<file path="config.mk">
export PLATFORM = sky130hd
export DESIGN_NAME = alu_arbiter
export DESIGN_NICKNAME = d
export VERILOG_FILES = /design/src/rtl/alu_arbiter.sv
export SDC_FILE = /design/constraint.sdc
export NUM_CORES = 1
export LEC_CHECK = 0
export CAP_MARGIN = 20
export CORE_ASPECT_RATIO = 0.75
export CORE_MARGIN = 2
export CORE_UTILIZATION = 30
export CTS_CLUSTER_SIZE = 10
export DETAILED_ROUTE_END_ITERATION = 6
export PLACE_DENSITY = 0.8
export SLEW_MARGIN = 25
export SYNTH_ARGS = -nofsm -noshare
export SYNTH_HDL_FRONTEND = slang
export SYNTH_SLANG_ARGS = --single-unit
</file>
<file path="constraint.sdc">
create_clock -name clk -period 3.9 [get_ports clk]
set_input_delay 0.585 -clock clk [delete_from_list [all_inputs] [get_ports clk]]
set_output_delay 0.585 -clock clk [all_outputs]
set_load 0.005 [all_outputs]
</file>
<file path="src/rtl/alu_arbiter.sv">
// ---------------------------------------------------------------------------
// alu_arbiter
//
// Shares one combinational RV32I ALU between NUM_REQ requesters. Each cycle
// at most one eligible requester is granted in round-robin order. Its
// operands and 4-bit ALUControl are steered onto the shared ALU. The ALU
// result and zero flag are captured into that requester's private response
// slot on the same clock edge. A slot stays FULL, with stable contents,
// until its owner consumes it with resp_ready.
//
// Optional feature (compile-time macro ALU_ARB_LOCK_EN):
//   When defined, an accepted request with req_lock[i]=1 leaves the
//   round-robin pointer on i, so requester i keeps top priority for
//   back-to-back operations. When undefined, req_lock is ignored and
//   arbitration is pure round-robin.
//
// Parameters:
//   NUM_REQ    number of requesters (2..4)
//   DATA_W     operand / result width
//
// Ports:
//   clk, rst            clock (rising edge), asynchronous active-high reset
//   req_valid/req_ready request handshake, one bit per requester
//                       (req_ready is the one-hot grant)
//   req_ctrl            4-bit ALUControl per requester, packed
//   req_a, req_b        operands per requester, packed DATA_W slices
//   req_lock            priority hold request (ALU_ARB_LOCK_EN only)
//   resp_valid/ready    response slot handshake per requester
//   resp_data/zero      captured ALU result / zero flag per slot
//   alu_a/alu_b/ctrl    shared ALU drive (zero / ADD when idle)
//   alu_result/zero     shared ALU outputs
//   grant_id            index of current grantee (0 when no grant)
// ---------------------------------------------------------------------------
module alu_arbiter #(
  parameter int NUM_REQ = 2,
  parameter int DATA_W  = 32
) (
  input  logic                      clk,
  input  logic                      rst,
  input  logic [NUM_REQ-1:0]        req_valid,
  output logic [NUM_REQ-1:0]        req_ready,
  input  logic [4*NUM_REQ-1:0]      req_ctrl,
  input  logic [DATA_W*NUM_REQ-1:0] req_a,
  input  logic [DATA_W*NUM_REQ-1:0] req_b,
  input  logic [NUM_REQ-1:0]        req_lock,
  output logic [NUM_REQ-1:0]        resp_valid,
  input  logic [NUM_REQ-1:0]        resp_ready,
  output logic [DATA_W*NUM_REQ-1:0] resp_data,
  output logic [NUM_REQ-1:0]        resp_zero,
  output logic [DATA_W-1:0]         alu_a,
  output logic [DATA_W-1:0]         alu_b,
  output logic [3:0]                alu_ctrl,
  input  logic [DATA_W-1:0]         alu_result,
  input  logic                      alu_zero,
  output logic [1:0]                grant_id
);

  localparam int PTR_W = (NUM_REQ > 1) ? $clog2(NUM_REQ) : 1;

  typedef enum logic {
    SLOT_EMPTY = 1'b0,
    SLOT_FULL  = 1'b1
  } slot_state_t;

  slot_state_t          slot_state [NUM_REQ];
  logic [PTR_W-1:0]     rr_ptr;
  logic [PTR_W-1:0]     ptr_next;
  logic [NUM_REQ-1:0]   elig;
  logic                 grant_any;
  logic [PTR_W-1:0]     grant_idx;

  // A full slot that is not being drained this cycle has nowhere to put a
  // new result, so its owner sits out arbitration.
  assign elig = req_valid & (~resp_valid | resp_ready);

  // -------------------------------------------------------------------------
  // Round-robin search starting at rr_ptr. The grant is purely combinational
  // so the request is accepted and its result captured in the same cycle.
  // Reset suppresses any grant so nothing is accepted while rst is high.
  // -------------------------------------------------------------------------
  always_comb begin
    int               cand;
    logic [PTR_W-1:0] cand_idx;
    // NOTE: every variable assigned in a combinational block gets a default
    // first; a path that leaves one unassigned would infer a latch.
    cand      = 0;
    cand_idx  = '0;
    grant_any = 1'b0;
    grant_idx = '0;
    for (int k = 0; k < NUM_REQ; k++) begin
      cand = int'(rr_ptr) + k;
      if (cand >= NUM_REQ) cand = cand - NUM_REQ;
      cand_idx = PTR_W'(cand);
      if (!grant_any && !rst && elig[cand_idx]) begin
        grant_any = 1'b1;
        grant_idx = cand_idx;
      end
    end
  end

  always_comb begin
    req_ready = '0;
    if (grant_any) req_ready[grant_idx] = 1'b1;
  end

  assign grant_id = grant_any ? 2'(grant_idx) : 2'b00;

  // Shared ALU drive: grantee's operands, or ADD 0+0 when idle so the ALU
  // inputs are quiet and deterministic.
  always_comb begin
    alu_a    = '0;
    alu_b    = '0;
    alu_ctrl = 4'b0000;
    if (grant_any) begin
      alu_a    = req_a[int'(grant_idx)*DATA_W +: DATA_W];
      alu_b    = req_b[int'(grant_idx)*DATA_W +: DATA_W];
      alu_ctrl = req_ctrl[int'(grant_idx)*4 +: 4];
    end
  end

  // -------------------------------------------------------------------------
  // Pointer update: advance past the grantee, or stay on it while it holds
  // the lock. No grant, no movement.
  // -------------------------------------------------------------------------
  always_comb begin
    ptr_next = rr_ptr;
    if (grant_any) begin
      if (int'(grant_idx) == NUM_REQ - 1) ptr_next = '0;
      else                                ptr_next = PTR_W'(int'(grant_idx) + 1);
`ifdef ALU_ARB_LOCK_EN
      if (req_lock[grant_idx]) ptr_next = grant_idx;
`endif
    end
  end

`ifndef ALU_ARB_LOCK_EN
  // Lock input exists on the port list in every build; without the feature
  // it is deliberately left without effect.
  logic unused_lock;
  assign unused_lock = ^req_lock;
`endif

  // -------------------------------------------------------------------------
  // Response slots. A grant to requester i always means its slot is empty or
  // being drained this cycle, so an accepted request always writes the slot
  // (EMPTY->FULL or FULL->FULL reload). Otherwise a drain empties it.
  // -------------------------------------------------------------------------
  always_ff @(posedge clk or posedge rst) begin
    if (rst) begin
      rr_ptr <= '0;
      // NOTE: the result storage is reset as well because its reset value
      // (zero) is architecturally visible on resp_data; plain data storage
      // that is never observed before being written would not need it.
      resp_data <= '0;
      resp_zero <= '0;
      for (int i = 0; i < NUM_REQ; i++) slot_state[i] <= SLOT_EMPTY;
    end else begin
      // NOTE: state registers use non-blocking assignments so every flop
      // samples pre-edge values regardless of statement order.
      rr_ptr <= ptr_next;
      for (int i = 0; i < NUM_REQ; i++) begin
        case (slot_state[i])
          SLOT_EMPTY: begin
            if (req_ready[i]) begin
              slot_state[i]                    <= SLOT_FULL;
              resp_data[i*DATA_W +: DATA_W]    <= alu_result;
              resp_zero[i]                     <= alu_zero;
            end
          end
          SLOT_FULL: begin
            if (req_ready[i]) begin
              resp_data[i*DATA_W +: DATA_W]    <= alu_result;
              resp_zero[i]                     <= alu_zero;
            end else if (resp_ready[i]) begin
              slot_state[i] <= SLOT_EMPTY;
            end
          end
          default: slot_state[i] <= SLOT_EMPTY;
        endcase
      end
    end
  end

  always_comb begin
    for (int i = 0; i < NUM_REQ; i++) resp_valid[i] = (slot_state[i] == SLOT_FULL);
  end

endmodule

</file>
Yosys cells after proc, flatten, opt, wreduce, memory -nomap -nowiden
Cells that the tools add are included.
Widths: inputs -> output; s select.
Cells by class
  add/subtract/negate cells: 4
  $lt $le $gt $ge: 6
  shift-type cells: 3
  mux-type cells: 30
  bitwise gates (word level): 5
  reduce and logical (&&, ||, !) cells: 6
Operator list (count)
  $mux 32: 4
  $shiftx 64x7->32: 2
  $mux 1: 21
  $shiftx 8x4->4: 1
  $lt 1x2->1 const B: 3
  $logic_and 1x1->1: 4
  $mux 4: 1
  $pmux 1 s2: 2
  $add 1x1->2 const B: 1
  $and 2x2->2: 1
  $ge 1x2->1 const B: 1
  $ge 2x2->1 const B: 1
  $logic_not 1->1: 2
  $mux 2: 1
  $not 1->1: 2
  $not 2->2: 1
  $or 2x2->2: 1
  $sub 1x1->1 const B: 2
  $add 1x1->1 const B: 1
  $demux 1 s1: 1
  $ge 1x1->1 const B: 1
Word-level totals
  register bits after elaboration: 69
  bits of input ports: 177
  output and inout port bits: 140

Logic depth before layout (Yosys ltp)
  word-level depth: 18
  depth in mapped cells: 6
  mapped depth without buffers: 3

Worst setup path before layout
Ideal clock, no wire load.
  path type: input-to-output
  start: input port rst
  end: output port alu_b[25]
  arrival time: 3.366 ns
  data required time: 3.315 ns
  path slack: -0.051 ns
  stages on the path: 5
  buffers on the path: 2
  cells stage by stage: buf_4 clkinv_1 clkbuf_1 nand2_1 o32ai_1
Between the ends
  cells in the longest elaborated chain, start to end: 9
RTL lines
  from (decl): RTL line 39  | input logic rst,
  $logic_not 1->1 (no source line) (*)
  $logic_and 1x1->1: RTL line 94  | if (!grant_any && !rst && elig[cand_idx]) begin
  $mux 1: RTL line 94
  $logic_not 1->1: RTL line 94
  $logic_and 1x1->1 (2 in series): RTL line 94
  $mux 1: RTL line 94
  $shiftx 64x7->32: RTL line 116  | alu_b = req_b[int'(grant_idx)*DATA_W +: DATA_W];
  $mux 32 (*): RTL line 114  | if (grant_any) begin
  to (decl): RTL line 51  | output logic [DATA_W-1:0] alu_b,
Every way passes the cells marked *; elsewhere a longest branch is shown, timed or not.

Final worst setup path
  start: input port resp_ready[1]
  end: output port alu_ctrl[0]
Between the ends
  cells in the longest elaborated chain, start to end: 12
RTL lines
  from (decl): RTL line 47  | input logic [NUM_REQ-1:0] resp_ready,
  $or 2x2->2 (*): RTL line 74  | assign elig = req_valid & (~resp_valid | resp_ready);
  $and 2x2->2 (*): RTL line 74
  $mux 1 (not written as such) (2 in series): RTL line 94
  $logic_and 1x1->1: RTL line 94
  $mux 1: RTL line 94
  $logic_not 1->1: RTL line 94
  $logic_and 1x1->1 (2 in series): RTL line 94
  $mux 1: RTL line 94
  $shiftx 8x4->4: RTL line 117  | alu_ctrl = req_ctrl[int'(grant_idx)*4 +: 4];
  $mux 4 (*): RTL line 114
  to (decl): RTL line 52  | output logic [3:0] alu_ctrl,
Every way passes the cells marked *; elsewhere a longest branch is shown, timed or not. The select of a mux whose other input is x is not followed.

==> results.md <==
| Quantity | Reported |
|:---|:---|
| Critical path start-end classification | input pin to primary output |
| Path class of the lowest-slack min-delay path | input pin to async pin |
| Number of enable flip-flop cells after synthesis | 0 |
| Wire length of the first global-routing pass | 23310 um |
| Core area | 0.01293 mm2 |
| Hold Vio Cnt, Final | 0 |
| Number of H-tree levels | 3 |
| Vias after detailed routing | 4208 |
| Total power per unit cell area | 405.1 mW/mm2 |
| Leakage power | 3.135 nW |
| Total iterations of the first detailed-routing run | 4 |
| Largest net degree at the start of global routing | 81 |
| Area leader, netlist | sky130_fd_sc_hd__dfrtp_1 |
| Horizontal extent of the die | 136.8 um |
| Post-synth net total | 573 |
| Via count of the first global-routing pass | 4349 |
| Fraction of post-synthesis cell area in the top cell type by area | 43.53% |
| CP startpoint kind | input pin |
| Worst-Skew Late Latency | 0.33 ns |
| Maximum clock frequency | 305.3 MHz |
| Remaining antenna violation count | 0 |
| Clock buffer depth | 2 |
| Total of buffers placed on input and output ports | 313 |
| Critical register-to-register path startpoint | resp_valid[0] |
| CTS tree | yes |
| Largest cells by area after synthesis | sky130_fd_sc_hd__dfrtp_1, sky130_fd_sc_hd__mux2_1, sky130_fd_sc_hd__o32ai_1 |
| Flip-flop and latch count after synthesis | 69 |
| # resized after CTS | 0 |
| Biggest fanout along the worst timing path | 68 |
| Worst setup endpoint | alu_ctrl[0] |
| Post-route fraction of the period consumed by the critical path | 83.98% |
| Vias per inst | 4.854 |
| Capture instance of the worst register-to-register path | resp_data[14] |
| Number of buffers created by CTS | 9 |
| Final setup fails | 0 |
| Post-Route Hold Slack | 0.4168 ns |
| Synth Instances | 396 |
| Seq/Total Area, Yosys | 43.53% |
| Average cell area after synthesis | 10.02 um2 |
| Result of the run | finished clean |
| # clock sinks | 69 |
| Setup repair after global routing missed its margin | false |
| Initial antenna violation count | 1 |
| Area of the mapped netlist | 0.003966 mm2 |
| Register-to-register path setup slack | 2.06 ns |
| Final-stage net count | 867 |
| Share of post-route cells with drive strength above 1 | 6.331% |
| Max Slew Vio Count | 0 |
| Critical Path Start | resp_ready[1] |
| Hold bufs inserted after CTS | 0 |
| Main synth FF type | sky130_fd_sc_hd__dfrtp_1 |
| Count of synthesis-stage warnings from yosys | 0 |
| Area growth from synthesis to layout | 89.18% |
| Slew of the pin with the lowest slew margin | 0.8110 ns |
| Asr flop ratio synth | 100.0% |
| DIE HEIGHT | 103.6 um |
| CP Data Arrival Time | 2.69 ns |
| Worst Reg2Reg Path Length in Cells | 4 |
| Final-layout fill cell count | 1032 |
| Worst relative slew slack | 45.94% |
| Element type at the critical path end | primary output |
| Effective utilization at floorplan | 30.68% |
| Most common cell in the netlist | sky130_fd_sc_hd__nand2_1 |
| WL per Instance | 17.56 um |
| Remaining routing DRC violations | 0 |
| Final global-route overflow total | 0 |
| Root Driver | sky130_fd_sc_hd__clkbuf_16 |
| Required time reported for the critical path endpoint | 3.31 ns |
| Post-route worst setup slack | 0.6247 ns |
| Worst ir drop on vdd | 0.3135 mV |
| Half-perimeter wire length of the detailed placement result | 11570 um |
| Setup Skew | 0.005877 ns |
| Most frequent cells after synthesis | sky130_fd_sc_hd__nand2_1, sky130_fd_sc_hd__inv_1, sky130_fd_sc_hd__dfrtp_1, sky130_fd_sc_hd__o32ai_1, sky130_fd_sc_hd__mux2_1 |
| Final routed wirelength across all metal layers | 15220 um |
| Setup TNS | 0 ns |
| Reg clk slew, reported paths | 0.06 ns |
| Initial DRC Count | 307 |
| Global routing usage summed across all routing layers | 20.94% |
| Worst setup slack after placement | 0.6371 ns |
| Count of maximum capacitance violations | 0 |
| Multi-input combinational cell area | 0.001774 mm2 |
| Storage cell area | 0.001727 mm2 |
| Die Area | 0.01417 mm2 |
| Final core area utilization | 58.04% |
| GP Congestion | 0.8701 |
| Time the worst path needs with I/O delays and setup | 3.275 ns |
| Post-CTS setup repair buffer count | 0 |
| Row Count | 36 |
| Num ports | 317 |
| Number of library cell types mapped by synthesis | 23 |
[through the flow]
| step | power [mW] | std cells | area [um2] |
|---|---|---|---|
| after floorplan | 1.412 | 396 | 3968 |
| after global placement | 2.194 | 850 | 7189 |
| after detailed placement | 2.235 | 850 | 7189 |
| after CTS | 3.077 | 866 | 7501 |
| after global routing | 3.210 | 867 | 7503 |
| final | 3.040 | 867 | 7503 |
[worst max-delay path, stage by stage]
cell and delay, ns:
sky130_fd_sc_hd__clkdlybuf4s50_1 0.44, sky130_fd_sc_hd__nor2b_2 0.26, sky130_fd_sc_hd__o211ai_4 0.12, sky130_fd_sc_hd__buf_12 0.22, sky130_fd_sc_hd__o32ai_1 0.42, sky130_fd_sc_hd__clkdlybuf4s50_1 0.62
[cells by family after synthesis]
kind of cell | count (synthesis) | share of synthesized area, %
flip-flops | 69 | 43.53
buffers and inverters | 108 | 12.18
AO/OA/AOI/OAI | 74 | 17.00
AND/OR/NAND/NOR | 78 | 8.455
other | 1 | 0.09455
multiplexers | 66 | 18.74
[where the power goes]
group,internal (mW),switching (mW)
Sequential,0.917,0.108
Combinational,0.776,0.419
Clock,0.529,0.291
[state kept, by name, indices dropped and copies added, names as in the netlist]
register and flops:
rr_ptr 1, resp_valid 2, resp_zero 2, resp_data 64
[cells in the final DEF (no fill, tap or decap), types with 4 or more instances in the layout]
cell	count
sky130_fd_sc_hd__buf_4	5
sky130_fd_sc_hd__clkbuf_16	9
sky130_fd_sc_hd__clkdlybuf4s50_1	312
sky130_fd_sc_hd__dfrtp_1	69
sky130_fd_sc_hd__inv_1	70
sky130_fd_sc_hd__mux2_1	56
sky130_fd_sc_hd__mux2_2	10
sky130_fd_sc_hd__nand2_1	71
sky130_fd_sc_hd__o211ai_4	4
sky130_fd_sc_hd__o32ai_1	68
[routing by layer]
metal | track usage [%] | routed length (um)
met2 | 35.86 | 7628
met1 | 25.12 | 6048
met5 | 0 | 0
met4 | 6.259 | 342
met3 | 6.412 | 1202
[area by class of cell]
class,instances,share of cell area (%)
antenna,1,0.03335
clock buffer,11,3.368
clock inverter,5,0.7837
inverter,71,3.585
multi-input combinational,219,23.65
sequential,69,23.01
tap,171,2.851
timing repair buffer,320,42.72
[how the worst min path moves through the flow]
stage                     cells after the start             to  slack, ns
after detailed placement                      1   resp_zero[0]       0.48
after floorplan                               1         rr_ptr       0.46
after CTS                                     2  resp_data[10]       0.44
after global placement                        1  resp_data[57]       0.47
after global routing                          2  resp_data[41]       0.44
final                                         2  resp_data[41]       0.42
Power figures use the tool's default switching activity.
